`src/rtl/doodle_pkg.sv`:
```
// Shared types and constants for the Doodle motion engine.
// Mode codes, keycodes and the coordinate width live here.
package doodle_pkg;

  localparam int COORD_W = 10;

  typedef enum logic [2:0] {
    MODE_IDLE   = 3'b000,
    MODE_PLAY   = 3'b001,
    MODE_FREEZE = 3'b010
  } mode_e;

  localparam logic [7:0] KEY_RIGHT     = 8'd7;
  localparam logic [7:0] KEY_RIGHT_ALT = 8'd79;
  localparam logic [7:0] KEY_LEFT      = 8'd4;
  localparam logic [7:0] KEY_LEFT_ALT  = 8'd80;
  localparam logic [7:0] KEY_FIRE      = 8'd30;

endpackage

```
`src/rtl/doodle_physics_shot_slot.sv`:
```
// One projectile slot: load from the Doodle, climb each frame,
// retire near the top margin.
module shot_slot
  import doodle_pkg::*;
#(
  parameter int SHOT_SPEED = 7,
  parameter int RETIRE_Y   = 32
) (
  input  logic               Clk,
  input  logic               Reset,
  input  logic               clear_i,
  input  logic               step_i,
  input  logic               load_i,
  input  logic [COORD_W-1:0] load_x_i,
  input  logic [COORD_W-1:0] load_y_i,
  output logic [COORD_W-1:0] x_o,
  output logic [COORD_W-1:0] y_o,
  output logic               active_o,
  output logic               free_o
);

  logic [COORD_W-1:0] x_q, x_d;
  logic [COORD_W-1:0] y_q, y_d;
  logic               act_q, act_d;

  always_comb begin
    x_d   = x_q;
    y_d   = y_q;
    act_d = act_q;
    if (clear_i) begin
      x_d   = '0;
      y_d   = '0;
      act_d = 1'b0;
    end else if (load_i) begin
      x_d   = load_x_i;
      y_d   = load_y_i;
      act_d = 1'b1;
    end else if (step_i && act_q) begin
      if (y_q < COORD_W'(RETIRE_Y)) begin
        x_d   = '0;
        y_d   = '0;
        act_d = 1'b0;
      end else begin
        y_d = y_q - COORD_W'(SHOT_SPEED);
      end
    end
  end

  always_ff @(posedge Clk or posedge Reset) begin
    if (Reset) begin
      x_q   <= '0;
      y_q   <= '0;
      act_q <= 1'b0;
    end else begin
      x_q   <= x_d;
      y_q   <= y_d;
      act_q <= act_d;
    end
  end

  assign x_o      = x_q;
  assign y_o      = y_q;
  assign active_o = act_q;
  assign free_o   = ~act_q;

endmodule

```
`src/rtl/doodle_physics.sv`:
```
// Per-frame Doodle motion plus optional projectile pool.
// Define DOODLE_SHOT_EN to build the shots, fire edge and shot_drop.
module doodle_physics
  import doodle_pkg::*;
#(
  parameter int SCREEN_W    = 640,
  parameter int SCREEN_H    = 480,
  parameter int DOODLE_SIZE = 12,
  parameter int GRAVITY     = 1,
  parameter int JUMP_VEL    = 10,
  parameter int MAX_FALL    = 8,
  parameter int X_SPEED     = 2,
  parameter int WRAP_MARGIN = 25,
  parameter int NUM_SHOTS   = 4,
  parameter int SHOT_SPEED  = 7
) (
  input  logic                         Clk,
  input  logic                         Reset,
  input  logic                         frame_tick,
  input  logic [2:0]                   mode,
  input  logic [7:0]                   keycode,
  input  logic                         land,
  output logic [COORD_W-1:0]           doodle_x,
  output logic [COORD_W-1:0]           doodle_y,
  output logic signed [7:0]            doodle_vy,
  output logic [NUM_SHOTS*COORD_W-1:0] shot_x,
  output logic [NUM_SHOTS*COORD_W-1:0] shot_y,
  output logic [NUM_SHOTS-1:0]         shot_active,
  output logic                         shot_drop
);

  localparam int X_MIN = WRAP_MARGIN + DOODLE_SIZE;
  localparam int X_MAX = SCREEN_W - 1 - WRAP_MARGIN - DOODLE_SIZE;
  localparam int Y_MAX = SCREEN_H - 1 - DOODLE_SIZE;

  typedef logic signed [COORD_W:0] scoord_t;

  logic [COORD_W-1:0] x_q, x_d, y_q, y_d;
  logic signed [7:0]  vy_q, vy_d, vy_n;
  logic signed [8:0]  vy_inc;
  scoord_t            y_n, x_n, vx;
  logic               play, idle, bounce;
  logic               go_r, go_l;

  assign play = frame_tick && (mode == MODE_PLAY);
  assign idle = frame_tick && (mode == MODE_IDLE);
  assign go_r = (keycode == KEY_RIGHT) || (keycode == KEY_RIGHT_ALT);
  assign go_l = (keycode == KEY_LEFT) || (keycode == KEY_LEFT_ALT);

  always_comb begin
    bounce = (y_q == COORD_W'(Y_MAX)) || (land && !vy_q[7]);
    vy_inc = 9'(vy_q) + 9'(GRAVITY);
    if (bounce)
      vy_n = -8'(JUMP_VEL);
    else if (vy_inc > MAX_FALL)
      vy_n = 8'(MAX_FALL);
    else
      vy_n = vy_inc[7:0];
    y_n = $signed({1'b0, y_q}) + scoord_t'(vy_n);

    unique case (1'b1)
      go_r:    vx = scoord_t'(X_SPEED);
      go_l:    vx = -scoord_t'(X_SPEED);
      default: vx = '0;
    endcase
    x_n = $signed({1'b0, x_q}) + vx;

    x_d  = x_q;
    y_d  = y_q;
    vy_d = vy_q;
    if (idle) begin
      x_d  = COORD_W'(SCREEN_W / 2);
      y_d  = COORD_W'(SCREEN_H / 2);
      vy_d = '0;
    end else if (play) begin
      vy_d = vy_n;
      if (y_n >= Y_MAX) begin
        y_d = COORD_W'(Y_MAX);
      end else if (y_n < 0) begin
        y_d  = '0;
        vy_d = '0;
      end else begin
        y_d = y_n[COORD_W-1:0];
      end
      if (x_n > X_MAX)
        x_d = COORD_W'(X_MIN);
      else if (x_n < X_MIN)
        x_d = COORD_W'(X_MAX);
      else
        x_d = x_n[COORD_W-1:0];
    end
  end

  always_ff @(posedge Clk or posedge Reset) begin
    if (Reset) begin
      x_q  <= COORD_W'(SCREEN_W / 2);
      y_q  <= COORD_W'(SCREEN_H / 2);
      vy_q <= '0;
    end else begin
      x_q  <= x_d;
      y_q  <= y_d;
      vy_q <= vy_d;
    end
  end

  assign doodle_x  = x_q;
  assign doodle_y  = y_q;
  assign doodle_vy = vy_q;

`ifdef DOODLE_SHOT_EN
  localparam int RETIRE_Y = WRAP_MARGIN + SHOT_SPEED;

  logic [7:0]           key_q;
  logic                 fire_edge, found, drop_d, drop_q;
  logic [NUM_SHOTS-1:0] free, load;

  assign fire_edge = play && (keycode == KEY_FIRE) && (key_q != KEY_FIRE);

  // Lowest free slot wins; slots retiring this tick still read busy.
  always_comb begin
    load  = '0;
    found = 1'b0;
    for (int i = 0; i < NUM_SHOTS; i++) begin
      if (fire_edge && free[i] && !found) begin
        load[i] = 1'b1;
        found   = 1'b1;
      end
    end
    drop_d = fire_edge && !found;
  end

  always_ff @(posedge Clk or posedge Reset) begin
    if (Reset) begin
      key_q  <= '0;
      drop_q <= 1'b0;
    end else begin
      drop_q <= drop_d;
      if (frame_tick)
        key_q <= keycode;
    end
  end

  for (genvar g = 0; g < NUM_SHOTS; g++) begin : g_slot
    shot_slot #(
      .SHOT_SPEED (SHOT_SPEED),
      .RETIRE_Y   (RETIRE_Y)
    ) u_slot (
      .Clk      (Clk),
      .Reset    (Reset),
      .clear_i  (idle),
      .step_i   (play),
      .load_i   (load[g]),
      .load_x_i (x_q),
      .load_y_i (y_q),
      .x_o      (shot_x[g*COORD_W +: COORD_W]),
      .y_o      (shot_y[g*COORD_W +: COORD_W]),
      .active_o (shot_active[g]),
      .free_o   (free[g])
    );
  end

  assign shot_drop = drop_q;
`else
  assign shot_x      = '0;
  assign shot_y      = '0;
  assign shot_active = '0;
  assign shot_drop   = 1'b0;
`endif

endmodule

```
`config.mk`:
```
export PLATFORM = sky130hd
export DESIGN_NAME = doodle_physics
export DESIGN_NICKNAME = d
export VERILOG_FILES = /design/src/rtl/doodle_pkg.sv /design/src/rtl/doodle_physics_shot_slot.sv /design/src/rtl/doodle_physics.sv
export SDC_FILE = /design/constraint.sdc
export NUM_CORES = 1
export LEC_CHECK = 0
export BUFFER_PORTS_ARGS = -buffer_cell sky130_fd_sc_hd__buf_4
export CAP_MARGIN = 20
export CORE_AREA = 2 2 88 90
export DETAILED_ROUTE_END_ITERATION = 12
export DIE_AREA = 0 0 90 92
export PLACE_DENSITY = 0.79
export RECOVER_POWER = 100
export SYNTH_ARGS = -nofsm -noshare
export SYNTH_HDL_FRONTEND = slang
export SYNTH_SLANG_ARGS = --single-unit
```
`constraint.sdc`:
```
create_clock -name Clk -period 6.8 [get_ports Clk]
set_input_delay 1.36 -clock Clk [delete_from_list [all_inputs] [get_ports Clk]]
set_output_delay 1.36 -clock Clk [all_outputs]
set_load 0.005 [all_outputs]
```
==> metrics.md, run 1 <==
| Metric | Value |
|---|---|
| Status | `finished, violations left` |
| Failing checks | `capacitance limit, slew limit` |
| Number of synthesized flops with an enable pin | `0` |
| Count of yosys warnings during synthesis | `0` |
| Worst-case clock buffer depth | `2` |
| Amount of wire on met2 after detailed routing | `4220 um` |
| X dimension of the die | `90 um` |
| Avg Synthesized Cell Area | `8.41 um^2` |
| Ports placed on the boundary | `128` |
| Floorplan core area | `0.00745 mm^2` |
| Data required time of the worst path | `6.97 ns` |
| Antenna violations before repair | `0` |
| Area growth from synthesis to layout | `1.79%` |
| Vias | `3056` |
| # resized after CTS | `0` |
| Chip Height | `92 um` |
| Layout cells sized above 1 | `12.9%` |
| Uppermost signal routing layer after detailed routing | `met4` |
| Total length of routed wires | `8430 um` |
| GP Congestion | `0.959` |
| Number of slew-limit violations in the final report | `12` |
| Crit path buf inv count | `1` |
| Final std cell area, no fill | `0.00363 mm^2` |
| Type of element launching the critical path | `primary input` |
| Largest fanout of any net on the critical path | `11` |
| Count of placed standard cells including taps | `553` |
| Ordered list of cells on the worst path | `clkbuf_4 > or4_1 > a211oi_1 > ha_1 > a2111oi_4 > o21ai_2 > a221o_1 > nor2_1 > a21oi_4 > a221o_1` |
| Number of search-and-repair iterations in the first detailed-routing pass | `4` |
| Number of DRC markers after the initial detailed-route iteration | `137` |
| Worst vdd ir | `0.245 mV` |
| Share of Yosys cell area claimed by the top area cell type | `18.1%` |
| Overall Global Routing Usage | `19.3%` |
| Fin crit share | `84.5%` |
| Number of buffers inserted during clock tree synthesis | `3` |
| Insertion delay to the later sink of the worst-skew pair | `0.28 ns` |
| Arrival time at the worst endpoint | `5.92 ns` |
| Drt wl/cell | `15.1 um` |
| Worst hold path class | `reg -> reg` |
| Class of the most critical setup path | `in -> reg` |
| Async S/R FF share, synth | `100%` |
| Hold path endpoint | `doodle_x[8]` |
| Post-CTS Setup Inserts | `0` |
| CP max-delay cell | `a211oi_1` |
| CP delay by family, top | `compound AO/OA/AOI/OAI gates` |
| Dominant cell by count in the synthesized netlist | `buf_4` |
| Flops & latches, synth | `28` |
| Wire length of the first global-routing pass | `13300 um` |
| WHS Path Cells | `2` |
| Number of standard cells in the layout, taps in and fillers out | `558` |
| Part of the Yosys area used for sequential elements | `19.9%` |
| Slew of the pin with the lowest slew margin | `1.77 ns` |
| Cell type with the highest aggregate area in the netlist | `buf_4` |
| Worst Skew | `0.00672 ns` |
| Clk slew on worst S/H paths | `0.10 ns` |
| Congestion Overflow GR | `0` |
| DRC | `0` |
| Total count of hold-check failures in the final report | `0` |
| Std-Cell Rows | `32` |
| Netlist area before placement | `0.00357 mm^2` |
| Root cell of the clock tree | `clkbuf_8` |
| Post-route antenna net violation count | `0` |
| Number of global-route vias before repair | `2753` |
| Via density | `5.48` |
| Number of port buffers | `42` |
| Distinct cell type count after synthesis | `74` |
| Rel. slew slack | `-18.4%` |
| Combinational group share of total power | `68.1%` |
| Register-to-register setup slack | `1.89 ns` |
| Initial core utilization | `47.9%` |
| Library cell appearing most often on the critical path | `a221o_1` |
| Met3 wire length | `424 um` |
| Ys flop type | `dfrtp_1` |
| TritonCTS clock tree | `built` |
| Post-DP HPWL | `6550 um` |
| Clock sink total | `28` |
| Power Density | `333 mW/mm^2` |
| Max incr delay on CP | `1.36 ns` |
| Die Outline Area | `0.00828 mm^2` |
| Number of nets at the end of the flow | `496` |
| CP endpoint kind | `flip-flop` |
| Power share of the sequential group | `24.2%` |
| Diodes inserted | `0` |
| Cells taking the most area after synthesis | `buf_4, dfrtp_1, ha_1` |
| Most frequent cells after synthesis | `buf_4, nand2_1, nor2_1` |
| Synthesized instance count | `424` |
| NetSw | `0.608 mW` |
| Endpoints failing setup | `0` |
| Worst hold path startpoint | `doodle_x[8]` |
| Cell internal pwr | `0.601 mW` |
| Highest achievable clock rate | `174 MHz` |
| CTS Hold Buffers Added | `0` |
| Setup repair after global routing missed its margin | `false` |
| Worst R2R Path Depth | `19` |
| Leakage power | `1.70 nW` |
| Placed cell areas | `0.00362 mm^2` |
| Sw Ratio | `50.3%` |
| Final-layout setup total negative slack | `0 ns` |
| Origin of the critical flop-to-flop path | `doodle_vy[0]` |
| Largest net degree at the start of global routing | `29` |
| Number of levels the H-tree was split into | `1` |
| Max-cap check violation count | `1` |
| M1 wire length | `3590 um` |
| Critical register-to-register path endpoint | `doodle_vy[3]` |
| Minimum clock period | `5.75 ns` |
| Part of the total power dissipated in the clock network | `7.7%` |
[logic make-up after synthesis]
| logic type | count (synthesis) | share of synthesized area [%] |
|---|---|---|
| and+or+nand+nor | 122 | 18.8 |
| xor gates and xnor gates | 8 | 2.18 |
| adders and majority gates | 24 | 8.84 |
| other | 1 | 0.105 |
| buffers and inverters | 109 | 21.0 |
| muxes | 2 | 0.561 |
| AOI/OAI and AO/OA | 130 | 28.6 |
| DFF | 28 | 19.9 |
[cells in the final DEF, fill, tap and decap left out, drive strengths merged, types with 8 or more instances in the layout]
cell type,count
a211oi,8
a21oi,24
buf,17
clkbuf,31
conb,85
dfrtp,22
ha,22
inv,9
nand2,26
nand3,9
nor2,28
nor2b,10
nor3,8
nor3b,9
o21ai,24
[per-layer routing]
layer  vias up  global-route usage [%]
li1       1481                       -
met1      1435                    24.9
met2       120                    33.2
met3        20                    2.14
met4         0                    7.82
met5         -                       0
[metrics by stage]
stage | util [%] | hold slack [ns] | setup WS (ns) | total power, mW
after floorplan | - | 0.499 | 2.26 | 0.937
after global placement | 48.6 | 0.515 | 1.66 | 1.10
after detailed placement | 48.6 | 0.526 | 1.52 | 1.11
after CTS | 49.2 | 0.540 | 1.80 | 1.21
after global routing | 48.7 | 0.596 | 0.748 | 1.31
final | 48.7 | 0.564 | 1.05 | 1.21
[worst max path at each step]
stage	from	to	slack, ns	cells past startpoint
after global routing	keycode[1]	doodle_x[5]	0.75	10
after global placement	land	doodle_vy[3]	1.66	15
after CTS	land	doodle_vy[3]	1.80	15
after detailed placement	land	doodle_vy[3]	1.52	15
final	keycode[1]	doodle_x[5]	1.05	10
after floorplan	keycode[1]	doodle_x[5]	2.26	10
[sequential cells by signal, indices dropped and copies added (netlist names)]
signal / count
doodle_x: 10
doodle_vy: 8
doodle_y: 10
[worst register-to-register path, stage by stage (launching register included)]
cell and delay (ns):
dfrtp_1 0.50, ha_1 0.30, nand2_1 0.12, o21a_1 0.22
o211ai_1 0.16, a22oi_1 0.15, nor2_1 0.28, nor3b_1 0.10
ha_1 0.25, fa_1 0.43, a21oi_1 0.33, o221a_2 0.26
nor2_1 0.05, nor2_1 0.10, o21bai_1 0.07, ha_1 0.37
nor2_1 0.68, nand2_1 0.15, o21ai_0 0.19, a32o_1 0.14
[layout make-up]
cell class	count	area [um^2]
fillers	760	3820
multi-input cells	371	2400
flip-flops and latches	28	708
repair buffers	44	319
well taps	102	128
clock buffers	4	45.0
inverters	9	33.8
[power groups by stage]
stage                     clock network [mW]  logic [mW]  registers [mW]
after floorplan                            0       0.668           0.269
after global placement                     0       0.804           0.298
after detailed placement                   0       0.818           0.296
after CTS                             0.0951       0.824           0.295
after global routing                   0.105       0.903           0.299
final                                 0.0934       0.823           0.292
(Power assumes the default switching activity.)
==> run 2: changes to the inputs <==
Settings changed: CORE_AREA 2 2 88 90 to 2 2 92 94, DIE_AREA 0 0 90 92 to 0 0 94 96, PLACE_DENSITY 0.79 to 0.76.
Clock period 6.8 ns to 5.1 ns, I/O delays scaled along.
==> metrics.md, run 2 (same netlist as run 1, synthesis figures left out) <==
| Metric | Value |
|---|---|
| Max incr delay on CP | `0.70 ns (-0.66 ns)` |
| Max-cap check violation count | `0 (-1)` |
| Data required time of the worst path | `5.31 ns (-1.66 ns)` |
| Via density | `5.47 (-0.16%)` |
| Post-route antenna net violation count | `0 (unchanged)` |
| X dimension of the die | `94 um (+4.4%)` |
| Area growth from synthesis to layout | `2.74%` |
| Clock sink total | `28 (unchanged)` |
| CP delay by family, top | `compound AO/OA/AOI/OAI gates` |
| Post-CTS Setup Inserts | `0 (unchanged)` |
| Worst hold path class | `reg -> reg` |
| Clk slew on worst S/H paths | `0.09 ns (about the same)` |
| Largest fanout of any net on the critical path | `8 (-3)` |
| Insertion delay to the later sink of the worst-skew pair | `0.28 ns (about the same)` |
| Setup slack after layout | `0.424 ns (-0.630 ns)` |
| DRC | `0 (unchanged)` |
| Chip Height | `96 um (+4.3%)` |
| CTS Hold Buffers Added | `0 (unchanged)` |
| Register-to-register setup slack | `0.56 ns (-1.33 ns)` |
| Highest achievable clock rate | `214 MHz` |
| Minimum clock period | `4.68 ns` |
| Origin of the critical flop-to-flop path | `doodle_vy[0]` |
| Worst hold path startpoint | `doodle_x[8]` |
| Number of DRC markers after the initial detailed-route iteration | `168 (+23%)` |
| Library cell appearing most often on the critical path | `o21ai_1` |
| Worst vdd ir | `0.209 mV (-15%)` |
| GP Congestion | `0.860 (-10%)` |
| Congestion Overflow GR | `0 (unchanged)` |
| Post-DP HPWL | `6180 um (-5.7%)` |
| Floorplan core area | `0.00805 mm^2 (+8.1%)` |
| Endpoints failing setup | `0 (unchanged)` |
| Rel. slew slack | `21.8% (+40 points)` |
| Overall Global Routing Usage | `17.4% (-1.9 points)` |
| Antenna violations before repair | `0 (unchanged)` |
| Wire length of the first global-routing pass | `12800 um (-3.5%)` |
| Power Density | `434 mW/mm^2 (+30%)` |
| # resized after CTS | `0 (unchanged)` |
| Vias | `3084 (+0.92%)` |
| Number of buffers inserted during clock tree synthesis | `3 (unchanged)` |
| Layout cells sized above 1 | `14.2% (+1.2 points)` |
| Fin crit share | `91.7%` |
| Drt wl/cell | `13.8 um (-8.3%)` |
| Die Outline Area | `0.00902 mm^2 (+9.0%)` |
| CP endpoint kind | `flip-flop` |
| Root cell of the clock tree | `clkbuf_8` |
| Leading cell type in the layout, fill and taps excluded | `conb_1` |
| Number of global-route vias before repair | `2651 (-3.7%)` |
| Number of nets at the end of the flow | `499 (+0.60%)` |
| Number of search-and-repair iterations in the first detailed-routing pass | `4 (unchanged)` |
| TritonCTS clock tree | `built` |
| Dpl ws | `0.621 ns (-0.903 ns)` |
| Slew of the pin with the lowest slew margin | `1.17 ns (-0.593 ns)` |
| Std-Cell Rows | `33 (+3.1%)` |
| WHS | `0.549 ns (-0.0156 ns)` |
| Number of port buffers | `42 (unchanged)` |
| Setup repair after global routing missed its margin | `false` |
| Type of element launching the critical path | `primary input` |
| Most frequent cells in the layout | `conb_1, nand2_1, nor2_1, a21oi_1, clkbuf_4` |
| Ports placed on the boundary | `128 (unchanged)` |
| Leakage power | `1.71 nW (+0.63%)` |
| Status | `completed` |
| Largest net degree at the start of global routing | `29 (unchanged)` |
| Ordered list of cells on the worst path | `clkbuf_4 > or4_1 > a211oi_1 > buf_4 > ha_1 > o21ai_1 > nor2_1 > o311ai_0 > o21ai_1 > a21oi_1 > a221o_1` |
| Final-layout setup total negative slack | `0 ns (unchanged)` |
| Class of the most critical setup path | `in -> reg` |
| Final Total Pwr | `1.59 mW (+32%)` |
| Crit path buf inv count | `2 (+1)` |
| CP Launch Point | `keycode[1]` |
| CP max-delay cell | `a211oi_1` |
| Total count of hold-check failures in the final report | `0 (unchanged)` |
| Worst Skew | `0.00934 ns (+0.00262 ns)` |
| Worst-case clock buffer depth | `2 (unchanged)` |
| Initial core utilization | `44.3% (-3.6 points)` |
| Diodes inserted | `0 (unchanged)` |
| Total length of routed wires | `7810 um (-7.3%)` |
| Number of levels the H-tree was split into | `1 (unchanged)` |
| Number of slew-limit violations in the final report | `0 (-12)` |
| Arrival time at the worst endpoint | `4.88 ns (-1.04 ns)` |
[run 2: power by group]
part	switching (mW)	internal, mW	leakage, nW
clock network	0.0671	0.0560	0.0228
logic	0.616	0.466	1.33
registers	0.0997	0.285	0.354
total	0.783	0.807	1.71
[run 2: metrics by stage]
stage	util [%]	instances	area, um^2
floorplan	-	508	3880
global placement	45.2	559	3640
detailed placement	45.2	559	3640
CTS	45.8	563	3690
global route	45.5	564	3660
finish	45.5	564	3660
[run 2: metal layers]
metal	global-route usage (%)	share of wire, %	up-vias
met1	24.8	45	1470
met3	1.25	5.9	11
met5	0	0	-
met2	28.2	47	123
li1	-	-	1480
met4	5.56	1.7	0
[run 2: area by class of cell]
class | count | area [um^2]
Fill cell | 770 | 4390
Timing Repair Buffer | 47 | 345
Clock buffer | 4 | 45.0
Multi-Input combinational cell | 371 | 2400
Tap cell | 105 | 131
Inverter | 9 | 33.8
Sequential cell | 28 | 708
[run 2: worst min-delay path, delay by kind of cell (launching register included)]
family	cells	cell delay (ns)
compound gates	1	0.05
flops	1	0.40
simple gates	1	0.10
[run 2: path summary, 6_finish.rpt]
path / to / cells after the start
max: doodle_x[5] / 11
min: doodle_x[8] / 2
max reg2reg: doodle_vy[3] / 20
min reg2reg: doodle_x[8] / 2
max in group asynchronous: doodle_x[7] / 3
min in group asynchronous: doodle_vy[1] / 2
==> run 3: changes to the inputs <==
Settings changed: CORE_AREA 2 2 92 94 to 2 2 91 93, CTS_BUF_LIST set to sky130_fd_sc_hd__clkbuf_4, DIE_AREA 0 0 94 96 to 0 0 93 95, PLACE_DENSITY 0.76 to 0.77.
==> metrics.md, run 3 (same netlist as run 1, synthesis figures left out) <==
| Metric | Value |
|---|---|
| Congestion Overflow GR | `0 (unchanged)` |
| Class of the most critical setup path | `in -> reg` |
| Worst path depth | `11 (unchanged)` |
| CTS Hold Buffers Added | `0 (unchanged)` |
| Number of levels the H-tree was split into | `1 (unchanged)` |
| Area growth from synthesis to layout | `2.32%` |
| Minimum clock period | `4.67 ns (-0.00737 ns)` |
| Ordered list of cells on the worst path | `clkbuf_1 > or4_1 > a211oi_1 > clkbuf_1 > ha_1 > o211ai_1 > a21oi_1 > a221oi_4 > xnor2_1 > nor2_2 > a221o_1` |
| Final core utilization | `46.0% (+0.52 points)` |
| Via density | `5.57 (+1.8%)` |
| Post-CTS Setup Inserts | `0 (unchanged)` |
| Number of search-and-repair iterations in the first detailed-routing pass | `4 (unchanged)` |
| Post-DP HPWL | `6560 um (+6.2%)` |
| Clk slew on worst S/H paths | `0.14 ns (+0.05 ns)` |
| Endpoints failing setup | `0 (unchanged)` |
| Highest achievable clock rate | `214 MHz (+0.16%)` |
| Arrival time at the worst endpoint | `4.89 ns (about the same)` |
| Most frequent cells in the layout | `conb_1, nand2_1, nor2_1, clkbuf_4, a21oi_1` |
| Antenna violations before repair | `0 (unchanged)` |
| Leading cell type in the layout, fill and taps excluded | `conb_1` |
| Slew of the pin with the lowest slew margin | `1.24 ns (+0.0629 ns)` |
| WHS Path Cells | `2 (unchanged)` |
| Drt wl/cell | `14.9 um (+7.3%)` |
| Leakage power | `1.69 nW (-0.92%)` |
| Number of port buffers | `42 (unchanged)` |
| Worst hold path class | `reg -> reg` |
| Status | `completed` |
| Number of global-route vias before repair | `2805 (+5.8%)` |
| Floorplan core area | `0.00793 mm^2 (-1.5%)` |
| Fill count | `785 (+1.9%)` |
| DRC | `0 (unchanged)` |
| TritonCTS clock tree | `built` |
| # resized after CTS | `0 (unchanged)` |
| Placed cell areas | `0.00364 mm^2 (unchanged)` |
| Crit path buf inv count | `2 (unchanged)` |
| Number of nets at the end of the flow | `499 (unchanged)` |
| Number of DRC markers after the initial detailed-route iteration | `214 (+27%)` |
| CP max-delay cell | `a211oi_1` |
| X dimension of the die | `93 um (-1.1%)` |
| Worst Skew | `0.0148 ns (+0.00548 ns)` |
| Final Total Pwr | `1.58 mW (-0.37%)` |
| Max incr delay on CP | `0.72 ns (+0.02 ns)` |
| Diodes inserted | `0 (unchanged)` |
| Number of buffers inserted during clock tree synthesis | `3 (unchanged)` |
| Largest fanout of any net on the critical path | `10 (+2)` |
| Insertion delay to the later sink of the worst-skew pair | `0.33 ns (+0.05 ns)` |
| CP endpoint kind | `flip-flop` |
| Chip Height | `95 um (-1.0%)` |
| Library cell appearing most often on the critical path | `clkbuf_1` |
| Worst vdd ir | `0.291 mV (+40%)` |
| Wire length of the first global-routing pass | `13400 um (+4.5%)` |
| Power Density | `434 mW/mm^2 (about the same)` |
| Max-cap check violation count | `0 (unchanged)` |
| Rel. slew slack | `17.6% (-4.2 points)` |
| Vias | `3139 (+1.8%)` |
| Total count of hold-check failures in the final report | `0 (unchanged)` |
| CP delay by family, top | `compound AO/OA/AOI/OAI gates` |
| Total length of routed wires | `8380 um (+7.3%)` |
| Data required time of the worst path | `5.32 ns (about the same)` |
| Post-route antenna net violation count | `0 (unchanged)` |
| Std-Cell Rows | `33 (unchanged)` |
| Overall Global Routing Usage | `18.5% (+1.1 points)` |
| Type of element launching the critical path | `primary input` |
| Worst R2R Path Depth | `20 (unchanged)` |
| Number of slew-limit violations in the final report | `0 (unchanged)` |
| Layout cells sized above 1 | `13.9% (-0.22 points)` |
| Clock sink total | `28 (unchanged)` |
| Initial core utilization | `45.0% (+0.69 points)` |
| Largest net degree at the start of global routing | `29 (unchanged)` |
| Final-layout setup total negative slack | `0 ns (unchanged)` |
| Ports placed on the boundary | `128 (unchanged)` |
| Root cell of the clock tree | `clkbuf_4` |
| Final std cell area, no fill | `0.00365 mm^2 (-0.41%)` |
| Fin crit share | `91.5% (-0.14 points)` |
| Worst-case clock buffer depth | `2 (unchanged)` |
| Setup repair after global routing missed its margin | `false` |
| Die Outline Area | `0.00884 mm^2 (-2.1%)` |
| GP Congestion | `0.880 (+2.3%)` |
==> run 3: worst reg2reg max path, stage by stage (launching register included) <==
cell	delay (ns)
dfrtp_1	0.49
ha_1	0.31
and2_0	0.23
o211a_1	0.15
o21ai_0	0.16
a22oi_1	0.16
nor2_1	0.28
nor3b_1	0.10
ha_1	0.27
fa_1	0.44
a21oi_1	0.30
o221a_2	0.27
nor2_1	0.06
nor2_1	0.11
o21bai_1	0.10
ha_1	0.45
nor2_1	0.09
buf_4	0.20
nand2_1	0.10
o21ai_0	0.08
a32o_1	0.24
==> run 3: where the power goes <==
group	switching [mW]	internal, mW
Sequential	0.101	0.285
Combinational	0.638	0.467
Clock	0.0652	0.0287
Total	0.804	0.780
==> run 3: routing by layer <==
| layer | up-vias | GRT usage [%] | wire length, um |
|---|---|---|---|
| met3 | 12 | 1.20 | 479 |
| met2 | 129 | 32.2 | 4200 |
| met4 | 0 | 6.00 | 136 |
| met1 | 1523 | 24.4 | 3560 |
| li1 | 1475 | - | - |
| met5 | - | 0 | 0 |
==> run 3: path summary, 6_finish.rpt <==
kind                           endpoint    startpoint  slack (ns)
setup / recovery            doodle_x[5]    keycode[1]        0.43
hold / removal              doodle_x[8]   doodle_x[8]        0.55
setup reg to reg           doodle_vy[3]  doodle_vy[0]        0.45
hold reg to reg             doodle_x[8]   doodle_x[8]        0.55
max in group asynchronous   doodle_x[5]         Reset        3.11
min in group asynchronous  doodle_vy[2]         Reset        0.58
==> run 3: through the flow <==
stage | std cells | hold WS (ns) | worst slack [ns]
after global placement | 559 | 0.513 | 0.692
after global routing | 564 | 0.579 | 0.0496
final | 564 | 0.554 | 0.432
after floorplan | 508 | 0.499 | 0.904
after detailed placement | 559 | 0.521 | 0.617
after CTS | 563 | 0.537 | 0.566
==> run 3: area by class of cell <==
class	instances	area [um^2]	share of cell area [%]
flip-flops and latches	28	708	19.4
clock inverters	1	3.75	0.103
multi-input cells	371	2410	66.1
repair buffers	47	338	9.26
inverters	9	33.8	0.926
clock buffers	3	22.5	0.617
well taps	105	131	3.60
